===== config.mk =====
export PLATFORM = sky130hd
export DESIGN_NAME = macro_psum_acc_flat
export DESIGN_NICKNAME = d
export VERILOG_FILES = /design/src/rtl/macro_psum_acc_pkg.sv /design/src/rtl/macro_psum_acc_if.sv /design/src/rtl/macro_psum_acc_lane.sv /design/src/rtl/macro_psum_acc.sv /design/src/flat_wrapper.sv
export SDC_FILE = /design/constraint.sdc
export NUM_CORES = 2
export LEC_CHECK = 0
export ABC_AREA = 1
export ABC_CLOCK_PERIOD_IN_PS = 24300
export CAP_MARGIN = 10
export CORE_AREA = 4 4 472 474
export CTS_BUF_LIST = sky130_fd_sc_hd__clkbuf_16
export DETAILED_ROUTE_END_ITERATION = 10
export DIE_AREA = 0 0 476 478
export HOLD_SLACK_MARGIN = 0.15
export PLACE_DENSITY_LB_ADDON = 0.15
export SETUP_SLACK_MARGIN = 0.1
export SYNTH_ARGS = -nofsm -noshare
export SYNTH_HDL_FRONTEND = slang
export SYNTH_HIERARCHICAL = 1
export SYNTH_SLANG_ARGS = --single-unit

===== constraint.sdc =====
create_clock -name clk -period 24.3 [get_ports clk]
set_input_delay 6.075 -clock clk [delete_from_list [all_inputs] [get_ports clk]]
set_output_delay 6.075 -clock clk [all_outputs]
set_load 0.005 [all_outputs]

===== src/rtl/macro_psum_acc_pkg.sv =====
// Shared defaults and types for the CIM macro partial-sum accumulator.
// Holds the lane/accumulator widths and the accumulator width rule.
// No logic lives here; imported by the interface, lane and top.
package macro_psum_acc_pkg;

  localparam int MACRO_O_DW_DEF = 8;
  localparam int N_OCH_DEF      = 64;
  localparam int N_GROUP_DEF    = 4;

  // Minimum accumulator width that cannot overflow when n_group signed
  // o_dw-bit values are summed.
  function automatic int acc_dw(input int o_dw, input int n_group);
    return o_dw + $clog2(n_group);
  endfunction

  typedef logic signed [MACRO_O_DW_DEF-1:0]                           lane_t;
  typedef logic signed [acc_dw(MACRO_O_DW_DEF, N_GROUP_DEF)-1:0]      acc_t;

endpackage


===== src/rtl/macro_psum_acc_if.sv =====
// Stream bundle between the macro, the accumulator and the next layer.
// in_*  : one macro result per beat (valid/ready), lane i = output channel i.
// out_* : one binary activation vector per pixel (valid/ready).
interface macro_psum_acc_if #(
  parameter int MACRO_O_DW = 8,
  parameter int N_OCH      = 64
);
  logic                                in_valid;
  logic                                in_ready;
  logic [N_OCH-1:0][MACRO_O_DW-1:0]    in_data;
  logic                                out_valid;
  logic                                out_ready;
  logic [N_OCH-1:0]                    out_act;

  // master drives macro results and consumes activations (macro + next layer side)
  modport master (
    output in_valid, in_data, out_ready,
    input  in_ready, out_valid, out_act
  );

  // slave is the accumulator stage itself
  modport slave (
    input  in_valid, in_data, out_ready,
    output in_ready, out_valid, out_act
  );
endinterface


===== src/rtl/macro_psum_acc_lane.sv =====
// One output channel: accumulator register, adder and threshold compare.
// Ports: first (restart from 0), acc_en (store sum), in_lane, thr -> act.
// Combinational sum/compare; acc updates one cycle after an enabled beat.
module macro_psum_acc_lane #(
  parameter int I_DW = 8,
  parameter int A_DW = 10
) (
  input  logic                   clk,
  input  logic                   rst_n,
  input  logic                   first,
  input  logic                   acc_en,
  input  logic signed [I_DW-1:0] in_lane,
  input  logic signed [A_DW-1:0] thr,
  output logic                   act
);

  logic signed [A_DW-1:0] acc;
  logic signed [A_DW-1:0] ext;
  logic signed [A_DW-1:0] base;
  logic signed [A_DW-1:0] s;

  // Signed cast to the wider type sign-extends the lane value.
  assign ext  = A_DW'(in_lane);
  // The first group ignores whatever is left in acc, so acc never needs clearing.
  assign base = first ? '0 : acc;
  assign s    = base + ext;
  // Equality counts as +1.
  assign act  = (s >= thr);

  always_ff @(posedge clk or negedge rst_n) begin
    if (!rst_n) begin
      acc <= '0;
    end else if (acc_en) begin
      acc <= s;
    end
  end

endmodule


===== src/rtl/macro_psum_acc.sv =====
// Accumulates N_GROUP macro results per lane, binarises vs thr, emits N_OCH-bit act.
// Ports: clk, rst_n, sync_clr, bus (slave stream), thr (per-lane), grp_cnt (debug).
// Latency 1 cycle after last beat; in_ready drops only while a pixel is held unaccepted.
module macro_psum_acc
  import macro_psum_acc_pkg::*;
#(
  parameter int MACRO_O_DW = MACRO_O_DW_DEF,
  parameter int N_OCH      = N_OCH_DEF,
  parameter int N_GROUP    = N_GROUP_DEF,
  parameter int ACC_DW     = acc_dw(MACRO_O_DW, N_GROUP),
  localparam int GW        = (N_GROUP > 1) ? $clog2(N_GROUP) : 1
) (
  input  logic                         clk,
  input  logic                         rst_n,
  input  logic                         sync_clr,
  macro_psum_acc_if.slave              bus,
  input  logic [N_OCH-1:0][ACC_DW-1:0] thr,
  output logic [GW-1:0]                grp_cnt
);

  if (ACC_DW < acc_dw(MACRO_O_DW, N_GROUP)) begin : g_acc_dw_check
    $error("macro_psum_acc: ACC_DW too small for MACRO_O_DW and N_GROUP");
  end

  localparam logic [GW-1:0] LAST_GRP = GW'(N_GROUP - 1);

  logic             out_valid_q;
  logic [N_OCH-1:0] out_act_q;
  logic [N_OCH-1:0] act;
  logic             beat;
  logic             take;
  logic             first;
  logic             last;

  assign bus.in_ready  = !(out_valid_q && !bus.out_ready);
  assign bus.out_valid = out_valid_q;
  assign bus.out_act   = out_act_q;

  assign beat  = bus.in_valid && bus.in_ready;
  // sync_clr wins over a coincident beat: the beat's data is dropped.
  assign take  = beat && !sync_clr;
  assign first = (grp_cnt == '0);
  // With N_GROUP==1 grp_cnt is stuck at 0 so every beat is both first and last.
  assign last  = (grp_cnt == LAST_GRP);

  for (genvar i = 0; i < N_OCH; i++) begin : g_lane
    macro_psum_acc_lane #(
      .I_DW (MACRO_O_DW),
      .A_DW (ACC_DW)
    ) u_lane (
      .clk     (clk),
      .rst_n   (rst_n),
      .first   (first),
      .acc_en  (take && !last),
      .in_lane (bus.in_data[i]),
      .thr     (thr[i]),
      .act     (act[i])
    );
  end

  always_ff @(posedge clk or negedge rst_n) begin
    if (!rst_n) begin
      grp_cnt <= '0;
    end else if (sync_clr) begin
      grp_cnt <= '0;
    end else if (take) begin
      grp_cnt <= last ? '0 : grp_cnt + GW'(1);
    end
  end

  // A last beat taken in the same cycle as out_ready keeps out_valid high
  // and replaces out_act, giving back-to-back pixels.
  always_ff @(posedge clk or negedge rst_n) begin
    if (!rst_n) begin
      out_valid_q <= 1'b0;
      out_act_q   <= '0;
    end else if (take && last) begin
      out_valid_q <= 1'b1;
      out_act_q   <= act;
    end else if (bus.out_ready) begin
      out_valid_q <= 1'b0;
    end
  end

endmodule


===== src/flat_wrapper.sv =====
// flat-port wrapper written by rule: the top's interface ports become plain ports
module macro_psum_acc_flat import macro_psum_acc_pkg::*;
#(
  parameter int MACRO_O_DW = MACRO_O_DW_DEF,
  parameter int N_OCH      = N_OCH_DEF,
  parameter int N_GROUP    = N_GROUP_DEF,
  parameter int ACC_DW     = acc_dw(MACRO_O_DW, N_GROUP),
  localparam int GW        = (N_GROUP > 1) ? $clog2(N_GROUP) : 1
)
  (clk, rst_n, sync_clr, thr, grp_cnt, bus_in_valid, bus_in_data, bus_out_ready, bus_in_ready, bus_out_valid, bus_out_act);
  macro_psum_acc_if #(.MACRO_O_DW(MACRO_O_DW), .N_OCH(N_OCH)) bus_i ();
  input  logic clk;
  input  logic rst_n;
  input  logic sync_clr;
  input  logic [N_OCH-1:0][ACC_DW-1:0] thr;
  output logic [GW-1:0] grp_cnt;
  input wire logic [$bits(bus_i.in_valid)-1:0] bus_in_valid;
  input wire logic [$bits(bus_i.in_data)-1:0] bus_in_data;
  input wire logic [$bits(bus_i.out_ready)-1:0] bus_out_ready;
  output wire logic [$bits(bus_i.in_ready)-1:0] bus_in_ready;
  output wire logic [$bits(bus_i.out_valid)-1:0] bus_out_valid;
  output wire logic [$bits(bus_i.out_act)-1:0] bus_out_act;
  assign bus_i.in_valid = bus_in_valid;
  assign bus_i.in_data = bus_in_data;
  assign bus_i.out_ready = bus_out_ready;
  assign bus_in_ready = bus_i.in_ready;
  assign bus_out_valid = bus_i.out_valid;
  assign bus_out_act = bus_i.out_act;
  macro_psum_acc #(.MACRO_O_DW(MACRO_O_DW), .N_OCH(N_OCH), .N_GROUP(N_GROUP), .ACC_DW(ACC_DW)) u_core (.clk(clk), .rst_n(rst_n), .sync_clr(sync_clr), .bus(bus_i), .thr(thr), .grp_cnt(grp_cnt));
endmodule

==> qor.txt <==
Slew HR: 29.9%
Count of final hold-check violations: 0
Post-DP HPWL: 242,000 µm
First DRT Iteration DRCs: 4,450
Worst Skew: 34.9 ps
Maximum vdd drop: 57.2 µV
Final setup violating endpoints: 0
CP max stage cell: clkdlybuf4s50_1
Leakage: 0.0560 µW
Cell family with most CP delay: buffers and inverters
Root Driver: clkbuf_16
Max-cap violations: 0
Synth Register Bits: 707
Top cell type by total area after synthesis: dfrtp_1
Core area: 219,000 µm²
Layout cell share with drive strength beyond 1: 5.81%
# IOs: 1,225
Syn. warnings: 6
FMAX: 75.2 MHz
Post-route DRC: 0
Fin Setup TNS: 0 ps
Max-slew violations: 0
Worst hold path class: reg2reg
CP Launch Type: input port
Primary FF master, synth: dfrtp_1
FP Rows: 172
Register area: 17,700 µm²
Initial antenna violation count: 227
Ys async rst share: 100%
Worst-path cell chain: clkdlybuf4s50_1, inv_2, nand2_2, clkdlybuf4s50_1
DRT Wirelength: 298,000 µm
Number of buffers created by CTS: 100
RD Place Congestion: 0.954
Syn Area/Cell: 6.67 µm²
Power Density: 60.6 nW/µm²
Detail Route Antenna Nets: 0
RSZ-0062 raised after global routing: false
Tightest Pin Transition: 1050 ps
Critical path endpoint category: output port
TritonRoute pass-1 iters: 8
Dpl cells: 16.1k
H-tree depth: 3
First-pass GRT wire length: 449,000 µm
CP bufs+invs: 3
Clock sinks: 707
CTS tree: yes
Crit path DAT: 7210 ps
Syn nets: 14.6k
Vias in the first global route: 78.1k
Critical path's largest stage delay: 510 ps
Largest net degree at the start of global routing: 166
Fin nets: 15.8k
Tcrit/Tclk final: 54.7%
Post_cts resized: 0
DR vias/cell: 4.88
Vias: 80.1k
Post-synthesis cell count: 12.2k
Outcome: complete, no violations
Commonest cells post-synth: nand2_1 (3,200), inv_1 (2,302), ha_1 (1,218)
Multi-input logic area: 53,400 µm²
Synth cell types: 32
Min cycle time layout: 13,290 ps
Number of synthesized flops with an enable pin: 0
Starting Density: 37.0%
Critical path type: in2out
DP Area: 96,200 µm²
Top post-synthesis cells by area: dfrtp_1 (22%), ha_1 (19%), nand2_1 (15%)
Post-Syn Area: 81,100 µm²
Hold_buf cts: 0
Die height: 478 µm
Area delta synth->final: 22.9%
Total gr overflow: 0
Finished Cell Area: 99,600 µm²
WL/cell: 18.2 µm
CP most frequent cell: clkdlybuf4s50_1
Bufs on Longest Clock Path: 3
Top-area cell type share of the netlist area: 21.8%
Reg clk slew, reported paths: 60 ps
Seq/Total Area, Yosys: 21.8%
Gr usage total: 25.5%
Skew-Pair Late Insertion Delay: 760 ps
Fillers: 22.5k
CP required: 18,220 ps
Finished Layout Cells: 16.4k
Port bufs: 1,224
Die width: 476 µm
Setup Buffers After CTS: 0
Cell with the most instances after synthesis: nand2_1
CP max FO: 4
Die footprint: 228,000 µm²
[layout make-up]
type	count	area share, %
diodes	119	0.299
clock buffers	100	2.51
clock inverters	81	0.601
inverters	2367	8.92
multi-input cells	8924	53.6
flip-flops and latches	707	17.8
well taps	2871	3.61
repair buffers	1262	12.7
[power breakdown]
group / leakage [µW] / internal [µW] / switching (µW)
clock: 0.00160 / 818 / 634
sequential: 0.00878 / 1470 / 122
combinational: 0.0456 / 1250 / 1750
[worst paths after layout]
check / startpoint / endpoint / slack, ps / cells past startpoint
min reg2reg: u_core/g_lane[49].u_lane/acc[8]$_DFFE_PN0P_ / u_core/g_lane[49].u_lane/acc[8]$_DFFE_PN0P_ / 480 / 2
max in group asynchronous: rst_n / u_core/g_lane[19].u_lane/acc[2]$_DFFE_PN0P_ / 16080 / 4
max: bus_out_ready / bus_in_ready / 11010 / 4
max reg2reg: u_core/grp_cnt[0]$_DFFE_PN0P_ / u_core/bus.out_act[57]$_DFFE_PN0P_ / 17810 / 25
min in group asynchronous: rst_n / u_core/g_lane[60].u_lane/acc[6]$_DFFE_PN0P_ / 5290 / 1
min: u_core/g_lane[49].u_lane/acc[8]$_DFFE_PN0P_ / u_core/g_lane[49].u_lane/acc[8]$_DFFE_PN0P_ / 480 / 2
[tightest hold or removal path, stage by stage, from the launching register on]
cell     delay [ps]
dfrtp_1         340
nand2_1          50
nand2_1          50
[cells in the final DEF, fill, tap and decap left out, types with 4 or more instances in the layout]
master	count
inv_2	63
dfrtp_1	707
o21ai_1	126
nand2_1	3200
o21a_1	16
diode_2	119
inv_6	4
buf_12	6
clkinv_1	28
and2_4	62
nand3_1	823
nand4_1	233
nand3b_1	251
bufinv_16	7
xnor2_1	63
a21oi_1	375
fa_1	64
inv_1	2320
ha_1	1216
nand2_2	250
xor2_1	129
clkinv_2	21
a21oi_2	64
o21ai_0	347
o21bai_1	136
nor2_1	1008
and2_1	283
nand3_2	63
clkbuf_16	100
a21o_1	112
buf_4	32
clkdlybuf4s50_1	1223
nor2_2	96
[stage by stage]
| stage | util (%) | worst slack (ps) | hold slack, ps | total power (µW) |
|---|---|---|---|---|
| 2_1_floorplan | - | 4610 | 449 | 3700 |
| 3_3_place_gp | 44.0 | 10970 | 462 | 4520 |
| 3_5_place_dp | 44.0 | 11030 | 465 | 4590 |
| 4_1_cts | 45.4 | 11020 | 479 | 6110 |
| 5_1_grt | 45.5 | 10980 | 485 | 6610 |
| 6_report | 45.5 | 11010 | 476 | 6040 |
[cells by family after synthesis]
logic type / synth area share [%]
adders and majority gates: 20.4
AOI/OAI and AO/OA: 8.42
and+or+nand+nor: 35.0
xor gates and xnor gates: 2.07
buffers and inverters: 12.3
DFF: 21.8
[state kept, by name (all words and copies together) (netlist names)]
register and count:
u_core/g_lane.u_lane/acc 640, u_core/bus.out_act 64, u_core/grp_cnt 2, u_core/bus.out_valid 1
[layer usage]
layer / vias up / part of all wire [%] / GRT usage [%]
met2: 1898 / 46 / 42.5
met4: 146 / 5.1 / 13.4
met3: 606 / 7.5 / 7.18
li1: 40958 / - / -
met5: - / 0.32 / 0
met1: 36499 / 41 / 29.6
No activity file was read; power rests on OpenSTA's default activity.
